[src/rtl/limb_mult_seq.sv]
`default_nettype none
// ============================================================================
// Module   : limb_mult_seq
// Brief    : Sequential unsigned W x W multiplier issuing one 17x17 limb
//            product per cycle into a single multiplier, shift-accumulated
//            into an N*34-bit result. Optional square schedule when the
//            macro LIMB_MULT_SQUARE_EN is defined.
// Revision : 1.0 - initial release
// ============================================================================
module limb_mult_seq #(
  parameter int W         = 68,
  parameter int MULT_PIPE = 2
) (
  input  logic           clk,
  input  logic           rst_n,
  input  logic           in_valid,
  output logic           in_ready,
  input  logic [W-1:0]   x,
  input  logic [W-1:0]   y,
  input  logic           square,
  output logic           out_valid,
  input  logic           out_ready,
  output logic [2*W-1:0] p,
  output logic           busy
);

  localparam int C_LW = 17;
  localparam int C_N  = (W + C_LW - 1) / C_LW;
  localparam int C_PW = C_N * C_LW;
  localparam int C_AW = C_N * 2 * C_LW;
  localparam int C_IW = (C_N > 1) ? $clog2(C_N) : 1;
  localparam int C_TW = (C_N > 1) ? $clog2(2 * C_N - 1) : 1;
  localparam int C_DW = $clog2(MULT_PIPE + 1) + 1;
  localparam int C_L  = MULT_PIPE - 1;
  localparam logic [C_IW-1:0] C_LAST = C_IW'(C_N - 1);

  typedef enum logic [1:0] {
    S_IDLE  = 2'd0,
    S_RUN   = 2'd1,
    S_DRAIN = 2'd2,
    S_DONE  = 2'd3
  } state_t;

  state_t            r_state;
  logic [C_PW-1:0]   r_x;
  logic [C_PW-1:0]   r_y;
  logic              r_sq;
  logic [C_IW-1:0]   r_i;
  logic [C_IW-1:0]   r_j;
  logic [C_DW-1:0]   r_drain;
  logic              r_in_ready;
  logic              r_out_valid;
  logic              r_busy;
  logic              w_accept;
  logic              w_last_pair;
  logic              w_sq_in;

`ifdef LIMB_MULT_SQUARE_EN
  assign w_sq_in = square;
`else
  logic w_unused_square;
  assign w_unused_square = square;
  assign w_sq_in         = 1'b0;
`endif

  assign w_accept    = (r_state == S_IDLE) && in_valid;
  assign w_last_pair = (r_i == C_LAST) && (r_j == C_LAST);

  // Control FSM; all handshake outputs are registered here.
  always_ff @(posedge clk or negedge rst_n) begin
    if (!rst_n) begin
      r_state     <= S_IDLE;
      r_x         <= '0;
      r_y         <= '0;
      r_sq        <= 1'b0;
      r_i         <= '0;
      r_j         <= '0;
      r_drain     <= '0;
      r_in_ready  <= 1'b1;
      r_out_valid <= 1'b0;
      r_busy      <= 1'b0;
    end else begin
      case (r_state)
        S_IDLE: begin
          if (in_valid) begin
            r_x        <= C_PW'(x);
            r_y        <= C_PW'(y);
            r_sq       <= w_sq_in;
            r_i        <= '0;
            r_j        <= '0;
            r_state    <= S_RUN;
            r_in_ready <= 1'b0;
            r_busy     <= 1'b1;
          end
        end
        S_RUN: begin
          if (w_last_pair) begin
            r_state <= S_DRAIN;
            r_drain <= '0;
          end else if (r_j == C_LAST) begin
            // Square schedule restarts the inner loop on the diagonal.
            r_i <= r_i + C_IW'(1);
            r_j <= r_sq ? (r_i + C_IW'(1)) : '0;
          end else begin
            r_j <= r_j + C_IW'(1);
          end
        end
        S_DRAIN: begin
          // Covers the issue register plus the MULT_PIPE multiplier stages.
          if (r_drain == C_DW'(MULT_PIPE)) begin
            r_state     <= S_DONE;
            r_out_valid <= 1'b1;
          end else begin
            r_drain <= r_drain + C_DW'(1);
          end
        end
        S_DONE: begin
          if (out_ready) begin
            r_state     <= S_IDLE;
            r_out_valid <= 1'b0;
            r_busy      <= 1'b0;
            r_in_ready  <= 1'b1;
          end
        end
        default: r_state <= S_IDLE;
      endcase
    end
  end

  assign in_ready  = r_in_ready;
  assign out_valid = r_out_valid;
  assign busy      = r_busy;

  logic [C_LW-1:0] w_a;
  logic [C_LW-1:0] w_b;
  logic [C_LW-1:0] r_a;
  logic [C_LW-1:0] r_b;
  logic [C_TW-1:0] r_itag;
  logic            r_idbl;
  logic            r_iv;

  assign w_a = r_x[C_LW*r_i +: C_LW];
  assign w_b = r_sq ? r_x[C_LW*r_j +: C_LW] : r_y[C_LW*r_j +: C_LW];

  always_ff @(posedge clk or negedge rst_n) begin
    if (!rst_n) begin
      r_iv   <= 1'b0;
      r_a    <= '0;
      r_b    <= '0;
      r_itag <= '0;
      r_idbl <= 1'b0;
    end else begin
      r_iv   <= (r_state == S_RUN);
      r_a    <= w_a;
      r_b    <= w_b;
      r_itag <= C_TW'(r_i) + C_TW'(r_j);
      r_idbl <= r_sq && (r_i != r_j);
    end
  end

  logic [2*C_LW-1:0] r_prod [MULT_PIPE];
  logic [C_TW-1:0]   r_ptag [MULT_PIPE];
  logic              r_pdbl [MULT_PIPE];
  logic              r_pv   [MULT_PIPE];

  // Limb multiplier: product formed into stage 0, then delayed to depth.
  always_ff @(posedge clk or negedge rst_n) begin
    if (!rst_n) begin
      for (int k = 0; k < MULT_PIPE; k++) begin
        r_prod[k] <= '0;
        r_ptag[k] <= '0;
        r_pdbl[k] <= 1'b0;
        r_pv[k]   <= 1'b0;
      end
    end else begin
      r_prod[0] <= (2*C_LW)'(r_a) * (2*C_LW)'(r_b);
      r_ptag[0] <= r_itag;
      r_pdbl[0] <= r_idbl;
      r_pv[0]   <= r_iv;
      for (int k = 1; k < MULT_PIPE; k++) begin
        r_prod[k] <= r_prod[k-1];
        r_ptag[k] <= r_ptag[k-1];
        r_pdbl[k] <= r_pdbl[k-1];
        r_pv[k]   <= r_pv[k-1];
      end
    end
  end

  logic [2*C_LW:0] w_term;
  logic [C_AW-1:0] w_addend;
  logic [C_AW-1:0] r_acc;

  assign w_term   = r_pdbl[C_L] ? {r_prod[C_L], 1'b0} : {1'b0, r_prod[C_L]};
  assign w_addend = C_AW'(w_term) << (C_LW * int'(r_ptag[C_L]));

  always_ff @(posedge clk or negedge rst_n) begin
    if (!rst_n) begin
      r_acc <= '0;
    end else if (w_accept) begin
      r_acc <= '0;
    end else if (r_pv[C_L]) begin
      r_acc <= r_acc + w_addend;
    end
  end

  assign p = r_acc[2*W-1:0];

  generate
    if (C_AW > 2 * W) begin : g_acc_hi
      // Padding bits above 2W are provably zero for W-bit operands.
      logic w_unused_acc_hi;
      assign w_unused_acc_hi = |r_acc[C_AW-1:2*W];
    end
  endgenerate

endmodule
`default_nettype wire

[config.mk]
export PLATFORM = sky130hd
export DESIGN_NAME = limb_mult_seq
export DESIGN_NICKNAME = d
export VERILOG_FILES = /design/src/rtl/limb_mult_seq.sv
export SDC_FILE = /design/constraint.sdc
export NUM_CORES = 2
export LEC_CHECK = 0
export ABC_AREA = 1
export BUFFER_PORTS_ARGS = -buffer_cell sky130_fd_sc_hd__buf_2
export CAP_MARGIN = 10
export CORE_ASPECT_RATIO = 1.5
export CORE_MARGIN = 2
export CORE_UTILIZATION = 45
export DETAILED_ROUTE_END_ITERATION = 7
export PLACE_DENSITY_LB_ADDON = 0.2
export SYNTH_ARGS = -nofsm -noshare
export SYNTH_HDL_FRONTEND = slang
export SYNTH_SLANG_ARGS = --single-unit
[constraint.sdc]
create_clock -name clk -period 5.1 [get_ports clk]
set_input_delay 0.255 -clock clk [delete_from_list [all_inputs] [get_ports clk]]
set_output_delay 0.255 -clock clk [all_outputs]
set_load 0.01 [all_outputs]
; ---- Yosys cells after proc, flatten, opt, wreduce, memory -nomap -nowiden
; Index checks and enable logic that the tools add are counted.
[word_totals]
out_inout_bits = 139
input_bits = 141
regBits = 398
[classes]
addsub = 5
muxes = 25
shifts = 3
mul = 4
n_eq_ne = 13
n_reduce_logical = 15
[ops]
columns = op, count
row1 = two-way mux 136 bit, 2
row2 = adder 136 bit, 1
row3 = variable part select 68 x 8 -> 17 bit, 2
row4 = << shifter 34 x 8 -> 136 bit, 1
row5 = multiplier 17 x 17 -> 34 bit, 1
row6 = two-way mux 2 bit, 9
row7 = "multiplier 5 x 2 -> 7 bit, first input constant", 2
row8 = "!= test 2 bit, second input constant", 7
row9 = AND reduction 3 bit, 4
row10 = nonzero test 2 bit, 5
row11 = "== test 2 bit, second input constant", 4
row12 = "multiplier 5 x 3 -> 8 bit, first input constant", 1
row13 = one-hot mux 2 bit (2 select lines), 2
row14 = one-hot mux 2 bit (4 select lines), 1
row15 = AND reduction 4 bit, 2
row16 = two-way mux 3 bit, 2
row17 = one-hot mux 1 bit (2 select lines), 3
row18 = one-hot mux 3 bit (2 select lines), 1
row19 = two-way mux 1 bit, 5
row20 = "adder 2 x 1 -> 2 bit, second input constant", 2
row21 = adder 2 x 2 -> 3 bit, 1
row22 = "adder 3 x 1 -> 3 bit, second input constant", 1
row23 = "== test 3 x 2 -> 1 bit, second input constant", 1
row24 = "== test 2 x 1 -> 1 bit, second input constant", 1
row25 = 3 further kinds, 4

; ---- Depth between registers and ports, before layout
[depth]
ltp_word = 5
ltp_mapped = 31

; ---- Worst setup path before layout
; OpenSTA, ideal clock, no wires.
[synth_path]
path_kind = register to register
from = register r_b[13]
to = register r_prod[65] (netlist bit)
required_time_ns = 4.971
t_arrival_ns = 5.497
setup_time_ns = 0.129
path_buffers = 2
path_stages_with_launch = 20
slack_ns = -0.526
period_less_slack_ns = 5.626
path_cell_list = dfrtp_1 clkbuf_1 clkbuf_1 nand2_1 fa_1 inv_1 fa_1 fa_1 fa_1 fa_1 inv_1 fa_1 inv_1 ha_1 nand2_1 nor4_1 nand2_1 o211ai_1 a31oi_1 xor2_1
[synth_via]
elab_chain_len = 1
[synth_rtl]
columns = element, line
row1 = start: declaration, 137  ; logic [C_LW-1:0] r_b;
row2 = start signal: assignment, 155  ; r_b <= w_b;
row3 = multiplier 17 x 17 -> 34 bit, 176  ; r_prod[0] <= (2*C_LW)'(r_a) * (2*C_LW)'(r_b);
row4 = end signal: indexed assignment, 181  ; r_prod[k] <= r_prod[k-1];
row5 = end: declaration, 161  ; logic [2*C_LW-1:0] r_prod [MULT_PIPE];
; No other way between the ends.
; A chain may end at the register's enable or synchronous reset.

; ---- Worst setup path after layout
[layout_path]
from = register r_a[6]
to = register r_prod[65] (netlist bit)
[layout_via]
elab_chain_len = 1
[layout_rtl]
columns = element, line
row1 = start: declaration, 136  ; logic [C_LW-1:0] r_a;
row2 = start signal: assignment, 154  ; r_a <= w_a;
row3 = multiplier 17 x 17 -> 34 bit, 176
; No other way between the ends.

==> flow_summary.json <==
{
  "clock-sinks": 398,
  "overflow": 0,
  "drt_iter0_drc": 2714,
  "slowest_stage": "fa_1",
  "yosys_register_bits": 398,
  "setup_viol_count_final": 20,
  "worst_hold_path.num_cells": 5,
  "ios": 280,
  "antenna_found_initial": 2,
  "r2r_start": "r_a[6]$_DFF_PN0_",
  "finalClockSkew_ns": 0.0356,
  "crit_arrival_ns": 5.96,
  "reg2reg_depth": 24,
  "failed_checks": "setup timing",
  "post-route-period-util": 1.06,
  "ys_warn_count": 0,
  "ff_latch_area_um2": 9980,
  "core.rowCount": 134,
  "rsz0062_at_grt": "true",
  "via_count": 42400,
  "crit_fanout": 5,
  "synth_cells": 6251,
  "drc": 0,
  "hp-start": "out_ready",
  "post-dp-hpwl_um": 142000,
  "hold_end": "out_valid$_DFFE_PN0P_",
  "outcome": "complete, but fails checks",
  "synthAdderAreaFrac": 0.191,
  "critical-path-max-stage-delay_ns": 0.52,
  "top_usage_layer": "met2",
  "rr_endpoint": "r_prod[65]$_DFF_PN0_",
  "area_delta_synth_final_pct": 23.7,
  "path_delay_family": "adder cells",
  "start_util": 0.453,
  "viasPerCell": 5.23,
  "root_buffer": "clkbuf_16",
  "cts_made_buffers": 45,
  "synth_ff_type": "dfrtp_1",
  "grt_pass1_vias": 43000,
  "endpoint_kind": "register",
  "final_cells": 8103,
  "die_w_um": 248,
  "cts_buffer_depth": 3,
  "wl_per_cell_um": 21.6,
  "ant_nets": 0,
  "syn_area_um2": 40200,
  "clk_latency_ns": 0.66,
  "place_inst": 7844,
  "antennaDiodeCount": 0,
  "drive_gt1_frac": 0.151,
  "multiInputGateArea_um2": 26000,
  "port_buffers": 278,
  "pre_cts_ws_ns": -0.617,
  "slew_headroom": 0.358,
  "timing.hold.ws_ns": 0.109,
  "hold_class": "input pin to register",
  "use_met2": 0.682,
  "synth_nets": 6870,
  "fin_nets": 7530,
  "dieArea_um2": 91700,
  "grt_max_degree": 132,
  "core_area_um2": 88700,
  "wl_um": 175000,
  "synth.distinct_cells": 51,
  "crit_chain": "buf_12 -> buf_6 -> nand2_2 -> inv_2 -> fa_1 -> inv_2 -> fa_1 -> inv_1 -> fa_1 -> fa_1 -> fa_1 -> inv_1 -> fa_1 -> inv_2 -> ha_4 -> nand2_4 -> inv_6 -> nand2_4 -> nor3_4 -> nand2_1 -> o211ai_1 -> buf_4 -> a31oi_2 -> xor2_1",
  "fill_cells": 8712,
  "synth-compound-area-share": 0.102,
  "critPathLaunchType": "register",
  "met1_usage": 0.395,
  "grt_pass1_wl_um": 257000,
  "track_usage": 0.382,
  "synth.area.mux_share": 0.00324,
  "synthSimpleGateAreaFrac": 0.319,
  "drv_cap": 0,
  "cp_common_cell": "fa_1",
  "tritoncts": "built",
  "ys_async_sr_fraction": 1.00,
  "ys_seq_area_frac": 0.248,
  "met3_usage": 0.0513,
  "fin_crit_ns": 5.43,
  "synth.avg_cell_area_um2": 6.43,
  "h-tree-depth": 2,
  "synth_edf_count": 0,
  "critPathBufInv": 9,
  "critPathKind": "register to register",
  "clkSlewWorstSetupHoldPaths_ns": 0.07,
  "gp_congestion": 1.08,
  "die_h_um": 370,
  "required_ns": 5.63,
  "slew_viol_final": 0,
  "setup_ws_ns": -0.330,
  "reg2reg_slack_ns": -0.33,
  "worstMarginPinSlew_ns": 0.961,
  "synth_top_family_by_area": "simple AND/OR/NAND/NOR gates",
  "hold_viol": 0,
  "synthXorXnorAreaFrac": 0.00916,
  "fmax_ghz": 0.184,
  "first_pass_iters": 6
}
[timing repair]
action | CTS | global route
hold buffers | 137 | 0
cloned | 1 | 0
gates resized for setup | 160 | 81
pin swaps | 105 | 53
setup buffers | 36 | 8
endpoints found under the hold margin | 182 | 0
endpoints found under the setup margin | 23 | 43
[routing by layer]
metal	wire length, um	up-vias
met3	9220	556
met5	11	-
met2	87600	1530
met4	17700	2
li1	-	20400
met1	60500	19900
[cell families (layout without fill, tap and decap cells)]
family	after synthesis	in the layout
simple gates	3208	3208
flops	398	398
xor+xnor	42	42
buf+inv	1350	2046
fa+ha+maj	478	478
compound gates	762	762
mux	13	13
[tightest hold or removal path: stages]
cell	delay [ns]
buf_2	0.07
or2_2	0.10
o21ai_0	0.07
o21ai_0	0.15
o21ai_0	0.08
[area by class of cell]
type	count	area share
sequential	398	0.201
multi-input combinational	4503	0.522
clock buffer	62	0.0264
inverter	1150	0.0871
clock inverter	21	0.00632
timing repair buffer	813	0.128
tap	1156	0.0291
[per-stage QoR]
stage / setup TNS (ns) / cell area, um2 / utilization
floorplan: -0.169 / 40700 / -
global placement: -7.38 / 45500 / 0.513
detailed placement: -8.63 / 45500 / 0.513
CTS: -3.41 / 49500 / 0.558
global route: -7.13 / 49700 / 0.561
finish: -3.51 / 49700 / 0.561
[cell usage after synthesis (15+ instances only)]
library cell	number	area share
nor2_1	579	0.054
nor3_1	40	0.0050
a31oi_1	15	0.0023
ha_1	252	0.078
nand3b_1	20	0.0037
nor2_2	26	0.0040
nand2_2	38	0.0059
o21ai_1	54	0.0067
or2_1	15	0.0023
fa_1	226	0.11
buf_2	18	0.0022
xor2_1	17	0.0037
nand2_1	2252	0.21
xnor2_1	25	0.0055
nand4_1	20	0.0031
a21oi_1	281	0.035
inv_1	1137	0.11
dfrtp_1	397	0.25
o22ai_1	42	0.0065
o21ai_0	305	0.038
clkbuf_1	160	0.015
nand3_1	185	0.023
[flip-flops by register name, summed over array words and instances, names as in the netlist, 2 cells and up]
signal and cells:
p 136, r_prod 68, r_x 68, r_y 68
r_a 17, r_b 17, r_ptag 6, r_drain 3
r_itag 3, r_i 2, r_j 2, r_pv 2
r_state 2
[cell usage in the layout (no fill, tap or decap), types with 14 or more instances in the layout]
cell	n
dfrtp_2	15
nand3b_1	20
o21ai_2	14
inv_1	1100
a21oi_2	17
nand3_2	17
nor2_2	32
xor2_1	17
o22ai_1	41
buf_12	38
a21oi_1	262
o21ai_0	292
or2_1	15
buf_6	35
nand2_1	2212
xnor2_1	24
buf_4	323
fa_1	217
o21ai_1	56
ha_4	18
nand3_1	177
clkbuf_16	46
nor2_1	572
nor3_1	36
buf_2	277
dlygate4sd3_1	137
nand2_4	15
dfrtp_1	382
inv_2	44
nand2_2	63
nand4_1	20
ha_1	232
[worst max path at each step]
stage	from	depth (start not counted)	slack [ns]	end
after floorplan	r_a[6]$_DFF_PN0_	25	-0.09	r_prod[65]$_DFF_PN0_
after global placement	r_a[10]$_DFF_PN0_	21	-0.55	r_prod[65]$_DFF_PN0_
after detailed placement	r_a[10]$_DFF_PN0_	21	-0.62	r_prod[65]$_DFF_PN0_
after CTS	r_a[13]$_DFF_PN0_	21	-0.31	r_prod[60]$_DFF_PN0_
after global routing	r_a[6]$_DFF_PN0_	20	-0.49	r_prod[65]$_DFF_PN0_
final	r_a[6]$_DFF_PN0_	24	-0.33	r_prod[65]$_DFF_PN0_
Power is left out: the tool's default activity adds up to more than one toggle a clock period on the data nets, which glitch-free logic cannot reach.
